--- src/rtl/mult_arbiter.sv ---
// mult_arbiter: round-robin sharing of one multiplier core between two requesters
module mult_arbiter #(
    parameter int unsigned TIMEOUT = 256
) (
    input  logic        clk,
    input  logic        rst,
    input  logic        req0,
    input  logic [31:0] a0,
    input  logic [31:0] b0,
    input  logic        req1,
    input  logic [31:0] a1,
    input  logic [31:0] b1,
    output logic        done0,
    output logic        done1,
    output logic [63:0] res,
    output logic        err,
    output logic        busy,
    output logic [31:0] m_A,
    output logic [31:0] m_B,
    output logic        m_init,
    input  logic        m_ready,
    input  logic [31:0] m_res_up,
    input  logic [31:0] m_res_dn
);
    typedef enum logic [2:0] {IDLE, LOAD, START, RUN, DONE, ABORT} state_t;
    state_t      state_q;
    logic        g_q, last_q, done0_q, done1_q, err_q, m_init_q;
    logic [15:0] cnt_q;
    logic [63:0] res_q;
    logic [31:0] m_a_q, m_b_q;
    logic        gnt_d, tmo_d;
    logic [15:0] cnt_d;
    // Arbitration choice, saturating watchdog increment and timeout detect
    always_comb begin
        gnt_d = (req0 && req1) ? ~last_q : req1;
        cnt_d = (cnt_q == 16'hFFFF) ? cnt_q : cnt_q + 16'd1;
        tmo_d = (cnt_q == 16'(TIMEOUT - 1));
    end
    // Control FSM; done/res/err are set on entry to DONE/ABORT so they are visible in that state
    always_ff @(posedge clk) begin
        if (!rst) begin
            state_q  <= IDLE;
            g_q      <= 1'b0;
            last_q   <= 1'b1;
            cnt_q    <= '0;
            m_a_q    <= '0;
            m_b_q    <= '0;
            m_init_q <= 1'b0;
            res_q    <= '0;
            err_q    <= 1'b0;
            done0_q  <= 1'b0;
            done1_q  <= 1'b0;
        end else begin
            done0_q <= 1'b0;
            done1_q <= 1'b0;
            case (state_q)
                IDLE: if (req0 || req1) begin
                    g_q     <= gnt_d;
                    state_q <= LOAD;
                end
                LOAD: begin
                    m_a_q    <= g_q ? a1 : a0;
                    m_b_q    <= g_q ? b1 : b0;
                    m_init_q <= 1'b1;
                    cnt_q    <= '0;
                    state_q  <= START;
                end
                START: if (!m_ready) begin
                    m_init_q <= 1'b0;
                    cnt_q    <= '0;
                    state_q  <= RUN;
                end else if (tmo_d) begin
                    res_q    <= '0;
                    err_q    <= 1'b1;
                    m_init_q <= 1'b0;
                    done0_q  <= ~g_q;
                    done1_q  <= g_q;
                    state_q  <= ABORT;
                end else begin
                    cnt_q <= cnt_d;
                end
                RUN: if (m_ready) begin
                    res_q   <= {m_res_up, m_res_dn};
                    err_q   <= 1'b0;
                    done0_q <= ~g_q;
                    done1_q <= g_q;
                    state_q <= DONE;
                end else if (tmo_d) begin
                    res_q    <= '0;
                    err_q    <= 1'b1;
                    m_init_q <= 1'b0;
                    done0_q  <= ~g_q;
                    done1_q  <= g_q;
                    state_q  <= ABORT;
                end else begin
                    cnt_q <= cnt_d;
                end
                DONE, ABORT: begin
                    last_q  <= g_q;
                    state_q <= IDLE;
                end
                default: state_q <= IDLE;
            endcase
        end
    end
    assign done0  = done0_q;
    assign done1  = done1_q;
    assign res    = res_q;
    assign err    = err_q;
    assign busy   = (state_q != IDLE);
    assign m_A    = m_a_q;
    assign m_B    = m_b_q;
    assign m_init = m_init_q;
endmodule

--- config.mk ---
export PLATFORM = sky130hd
export DESIGN_NAME = mult_arbiter
export DESIGN_NICKNAME = d
export VERILOG_FILES = /design/src/rtl/mult_arbiter.sv
export SDC_FILE = /design/constraint.sdc
export NUM_CORES = 1
export LEC_CHECK = 0
export ABC_AREA = 1
export CORE_ASPECT_RATIO = 1.1
export CORE_MARGIN = 1.5
export CORE_UTILIZATION = 26
export CTS_CLUSTER_DIAMETER = 50
export DETAILED_ROUTE_END_ITERATION = 7
export HOLD_SLACK_MARGIN = 0.05
export PLACE_DENSITY_LB_ADDON = 0.2
export SETUP_SLACK_MARGIN = 0.02
export SLEW_MARGIN = 15
export SYNTH_ARGS = -nofsm -noshare
export SYNTH_HDL_FRONTEND = slang
export SYNTH_SLANG_ARGS = --single-unit
--- constraint.sdc ---
create_clock -name clk -period 3.5 [get_ports clk]
set_input_delay 0.525 -clock clk [delete_from_list [all_inputs] [get_ports clk]]
set_output_delay 0.525 -clock clk [all_outputs]
set_load 0.005 [all_outputs]
=== Yosys cells after proc, flatten, opt, wreduce, memory -nomap -nowiden ===
Cells that the tools add are included.

* Add/subtract/negate cells: 1
* Equality and inequality tests: 10
* Mux-type cells: 33
* Bitwise gates (word level): 2
* Reductions and logical operators: 10

{| class="wikitable"
|+ Operator list
! operator !! count
|-
| $mux 64 || 3
|-
| $pmux 64 s2 || 1
|-
| $mux 16 || 4
|-
| $mux 32 || 2
|-
| $pmux 16 s3 || 1
|-
| $add 16x1->16 const B || 1
|-
| $eq 16x16->1 const B || 1
|-
| $eq 16x8->1 const B || 1
|-
| $mux 1 || 13
|-
| $mux 3 || 4
|-
| $pmux 3 s4 || 1
|-
| $eq 3x2->1 const B || 2
|-
| $eq 3x3->1 const B || 2
|-
| $ne 2x2->1 const B || 3
|-
| $pmux 1 s2 || 3
|-
| $reduce_and 2->1 || 3
|-
| $reduce_bool 3->1 || 2
|-
| $eq 3x1->1 const B || 1
|-
| $logic_not 3->1 || 1
|-
| $pmux 1 s3 || 1
|-
| $not 1->1 || 2
|-
| $reduce_bool 2->1 || 1
|-
| $reduce_or 2->1 || 1
|-
| $logic_and 1x1->1 || 1
|-
| $logic_or 1x1->1 || 1
|}

* Register bits: 153
* Input port bits: 197
* Output and inout port bits: 133
* Word-level logic and storage cells: 67

=== Depth between registers and ports, before layout ===
* Depth in word-level cells: 5
* Depth in mapped cells: 11
* Mapped depth without buffers: 11

=== Worst setup path before layout ===
Ideal clock, no wire load.

* Path type: reg-to-reg
* From: reg cnt_q[0]
* To: reg res_q[11] (netlist: res[11])
* Setup time: 143 ps
* Data arrival time: 1388 ps
* Required time: 3357 ps
* Slack: 1968 ps
* Cell stages (with the launch flop): 11
* Path buffers: 2
* Period minus slack after synthesis: 1532 ps
* Path through: dfxtp_1 ha_1 nand3_1 nor2_4 nand2_4 inv_2 nand2_2 buf_6 buf_6 nand3_2 a21oi_2

* Longest elaborated chain between the ends: 4
* Elaborated cells on any way between the ends: 5
* Those cells by class: eq/ne: 1; mux: 4

{| class="wikitable"
|+ Ends and longest elaborated chain
! what !! RTL line !! source
|-
| from (decl) || 28 || <nowiki>logic [15:0] cnt_q;</nowiki>
|-
| from (signal assigned) || 80 || <nowiki>cnt_q <= cnt_d;</nowiki>
|-
| from (signal assigned) || 96 || <nowiki>cnt_q <= cnt_d;</nowiki>
|-
| $eq 16x8->1 (*) || 37 || <nowiki>tmo_d = (cnt_q == 16'(TIMEOUT - 1));</nowiki>
|-
| $mux 64 (*) || -- ||
|-
| $mux 64, on equally long branches || -- ||
|-
| $pmux 64 s2 (*) || -- ||
|-
| to (signal assigned) || 83 || <nowiki>res_q <= {m_res_up, m_res_dn};</nowiki>
|-
| to (decl) || 29 || <nowiki>logic [63:0] res_q;</nowiki>
|}

Every way passes the cells marked *; elsewhere a longest branch is shown, timed or not. The select of a mux whose other input is x is not followed.
A chain may end at the register's enable or synchronous reset.

=== Worst setup path in the final report ===
* From: reg state_q[1]
* To: out busy

* Longest elaborated chain between the ends: 1

{| class="wikitable"
|+ Ends and longest elaborated chain
! what !! RTL line !! source
|-
| from (decl) || 26 || <nowiki>state_t state_q;</nowiki>
|-
| from (signal assigned) || 42 || <nowiki>state_q <= IDLE;</nowiki>
|-
| from (signal assigned) || 59 || <nowiki>state_q <= LOAD;</nowiki>
|-
| from (signal assigned) || 66 || <nowiki>state_q <= START;</nowiki>
|-
| $reduce_bool 3->1 || 110 || <nowiki>assign busy = (state_q != IDLE);</nowiki>
|-
| to (decl) || 17 || <nowiki>output logic busy,</nowiki>
|}

No other way between the ends.

==> results.yml <==
floorplanning:
  die_area_um2: 27460
  ios: 330
  rows: 62
  die-width_um: 158.1
  coreArea_um2: 26070
  start_util: 0.2641
  die_h_um: 173.7
final_layout:
  register_area_um2: 3064
  nets: 1368
  final_util: 0.4227
  n_fill_cell: 2693
  layout_commonest_cell: "clkdlybuf4s50_1"
  layout_common_cells: "clkdlybuf4s50_1, nand2_1, dfxtp_1, o21ai_0, a31oi_1"
  area_growth_pct: 60.05
  stdcell_count: 1535
  diodes: 0
  multiInputGateArea_um2: 3361
  fin_area_um2: 11020
  drive_gt1_frac: 0.1429
timing:
  hold_violations: 0
  finalSetupTns_ps: 0
  timing.fmax_ghz: 0.4406
  skew_ps: 16.22
  tightest_slew_ps: 820.4
  slew_headroom: 0.4530
  finalCritPeriodShare: 0.6484
  fin_crit_ps: 2269
  grt_setup_unrepaired: "no"
  setup_viol: 0
  slew_violations: 0
clock_tree:
  cts.reportedPaths.clkPinSlew_ps: 70
  postCtsHoldBufs: 0
  cts-root-buf: "clkbuf_16"
  postCtsSetupRepairBufs: 0
  cts_tree: "yes"
  cts_buffer_depth: 2
  h-tree-depth: 4
  cts_sinks: 153
  clk_latency_ps: 430
  numCtsBuffers: 17
  cts_resized: 0
yosys:
  syn_nets: 1074
  yosysWarnings: 0
  synth_cells: 876
  ys.flop_type: "dfxtp_1"
  ys_ff_latch: 153
  synth_edf_count: 0
  async_flop_share: 0
  synth_area_um2: 6884
  seq_area_frac_synth: 0.4449
  syn_avg_cell_area_um2: 7.859
  netlist-cell-type-count: 30
routing:
  drcViolationCount: 0
  dr.first_iter.drc_count: 386
  wl_met3_mm: 1.633
  highest_layer: "met4"
  vias: 6877
  drt-pass1-iter-count: 6
  post_drt_wl_per_cell_um: 15.11
  met2_length_mm: 11.48
  via_per_inst: 4.480
  wirelength_mm: 23.19
  drt.antenna.violating_nets: 0
  met1_length_mm: 9.521
pwr:
  p_leak_nw: 3.860
  cellPowerDensity_nw_per_um2: 442.3
  irDropWorstVdd_mv: 0.2974
hold_path:
  hp-class: "reg -> reg"
grt:
  grt_pass1_vias: 6711
  antenna_found_initial: 0
  grt_usage: 0.1692
  grt_max_degree: 92
  grt_pass1_wl_mm: 36.38
  grt_overflow_total: 0
placement:
  placed_area_um2: 10430
  routabilityCongestion: 0.7792
  hpwl_mm: 16.24
  dp_cells: 1503
  port_buffers: 329
worst_setup_path:
  max_stage_delay_ps: 470
  worst-path-max-fanout: 8
  cp_slowest_cell: "clkdlybuf4s50_1"
  crit_chain: "nor3_1 -> inv_1 -> clkdlybuf4s50_1"
  cp.arrival_ps: 1740
  worst-setup-path-type: "reg -> out"
  end_kind: "output pin"
  worst_setup_path_start_kind: "register"
  cp.required_ps: 2970
outcome:
  status: "finished clean"
run:
  max_cap_viol_count: 0
-- power by group --
| group | internal, mW | total (mW) | switching (mW) |
|---|---|---|---|
| Combinational | 0.576 | 1.03 | 0.457 |
| Sequential | 1.89 | 1.98 | 0.0852 |
| Clock | 1.02 | 1.86 | 0.846 |
-- state kept, by name (all words and copies together), names as in the netlist --
signal / cells
state_q: 3
done0: 1
m_init: 1
err: 1
m_B: 32
cnt_q: 16
g_q: 1
done1: 1
last_q: 1
m_A: 32
res: 64
-- cell families (layout without fill, tap and decap cells) --
kind of cell / count (synthesis) / after routing / share of synthesized area
AND/OR/NAND/NOR: 400 / 400 / 0.2815
AO/OA/AOI/OAI: 218 / 218 / 0.2012
buffers and inverters: 103 / 410 / 0.06925
flip-flops: 153 / 153 / 0.4449
adder cells (fa/ha/maj): 1 / 1 / 0.001817
XOR/XNOR: 1 / 1 / 0.001272
-- final cells by class --
type | instances | share of cell area
clock inverter | 14 | 0.01408
multi-input combinational | 620 | 0.3050
inverter | 37 | 0.01272
timing repair buffer | 341 | 0.3112
tap | 352 | 0.03997
sequential | 153 | 0.2781
clock buffer | 18 | 0.03895
-- worst max-delay path, delay by kind of cell, from the launching register on --
family,cells,cell delay [ps]
buf+inv,2,580
simple gates,1,330
flops,1,420
-- cells in the mapped netlist (2+ instances only) --
master | n | area [µm²]
nand2_2 | 4 | 25.02
dfxtp_1 | 153 | 3063
nand4_1 | 7 | 43.79
nand3_2 | 50 | 500.5
nand3_1 | 34 | 170.2
nor3_1 | 6 | 30.03
nand2_1 | 254 | 953.4
inv_1 | 31 | 116.4
clkbuf_1 | 32 | 120.1
nor2_1 | 37 | 138.9
buf_6 | 7 | 78.83
buf_2 | 24 | 120.1
a21oi_1 | 26 | 130.1
buf_4 | 2 | 15.01
nor2_4 | 3 | 33.78
a21oi_2 | 50 | 437.9
inv_2 | 6 | 22.52
a31oi_1 | 64 | 400.4
o21ai_0 | 74 | 370.4
nor2_2 | 2 | 12.51
-- per-layer routing --
metal  global-route usage  vias to the layer above
li1                     -                     3536
met2               0.2886                      211
met5                    0                        -
met3              0.05525                       33
met1               0.1961                     3097
met4              0.05958                        0
-- path summary, 6_finish.rpt --
kind	from	to	slack [ps]	cells past startpoint
hold reg to reg	m_init	m_init	460	2
setup / recovery	state_q[1]	busy	1230	3
setup reg to reg	cnt_q[0]	res[24]	1380	9
hold / removal	m_init	m_init	460	2
-- through the flow --
step	hold WS (ps)	setup slack [ps]	power, mW
detailed placement	456.4	1057	3.062
CTS	465.3	1191	4.953
global route	487.0	1069	5.132
floorplan	437.8	1968	2.431
global placement	452.8	1080	3.068
finish	461.5	1231	4.874
Power figures use the tool's default switching activity.
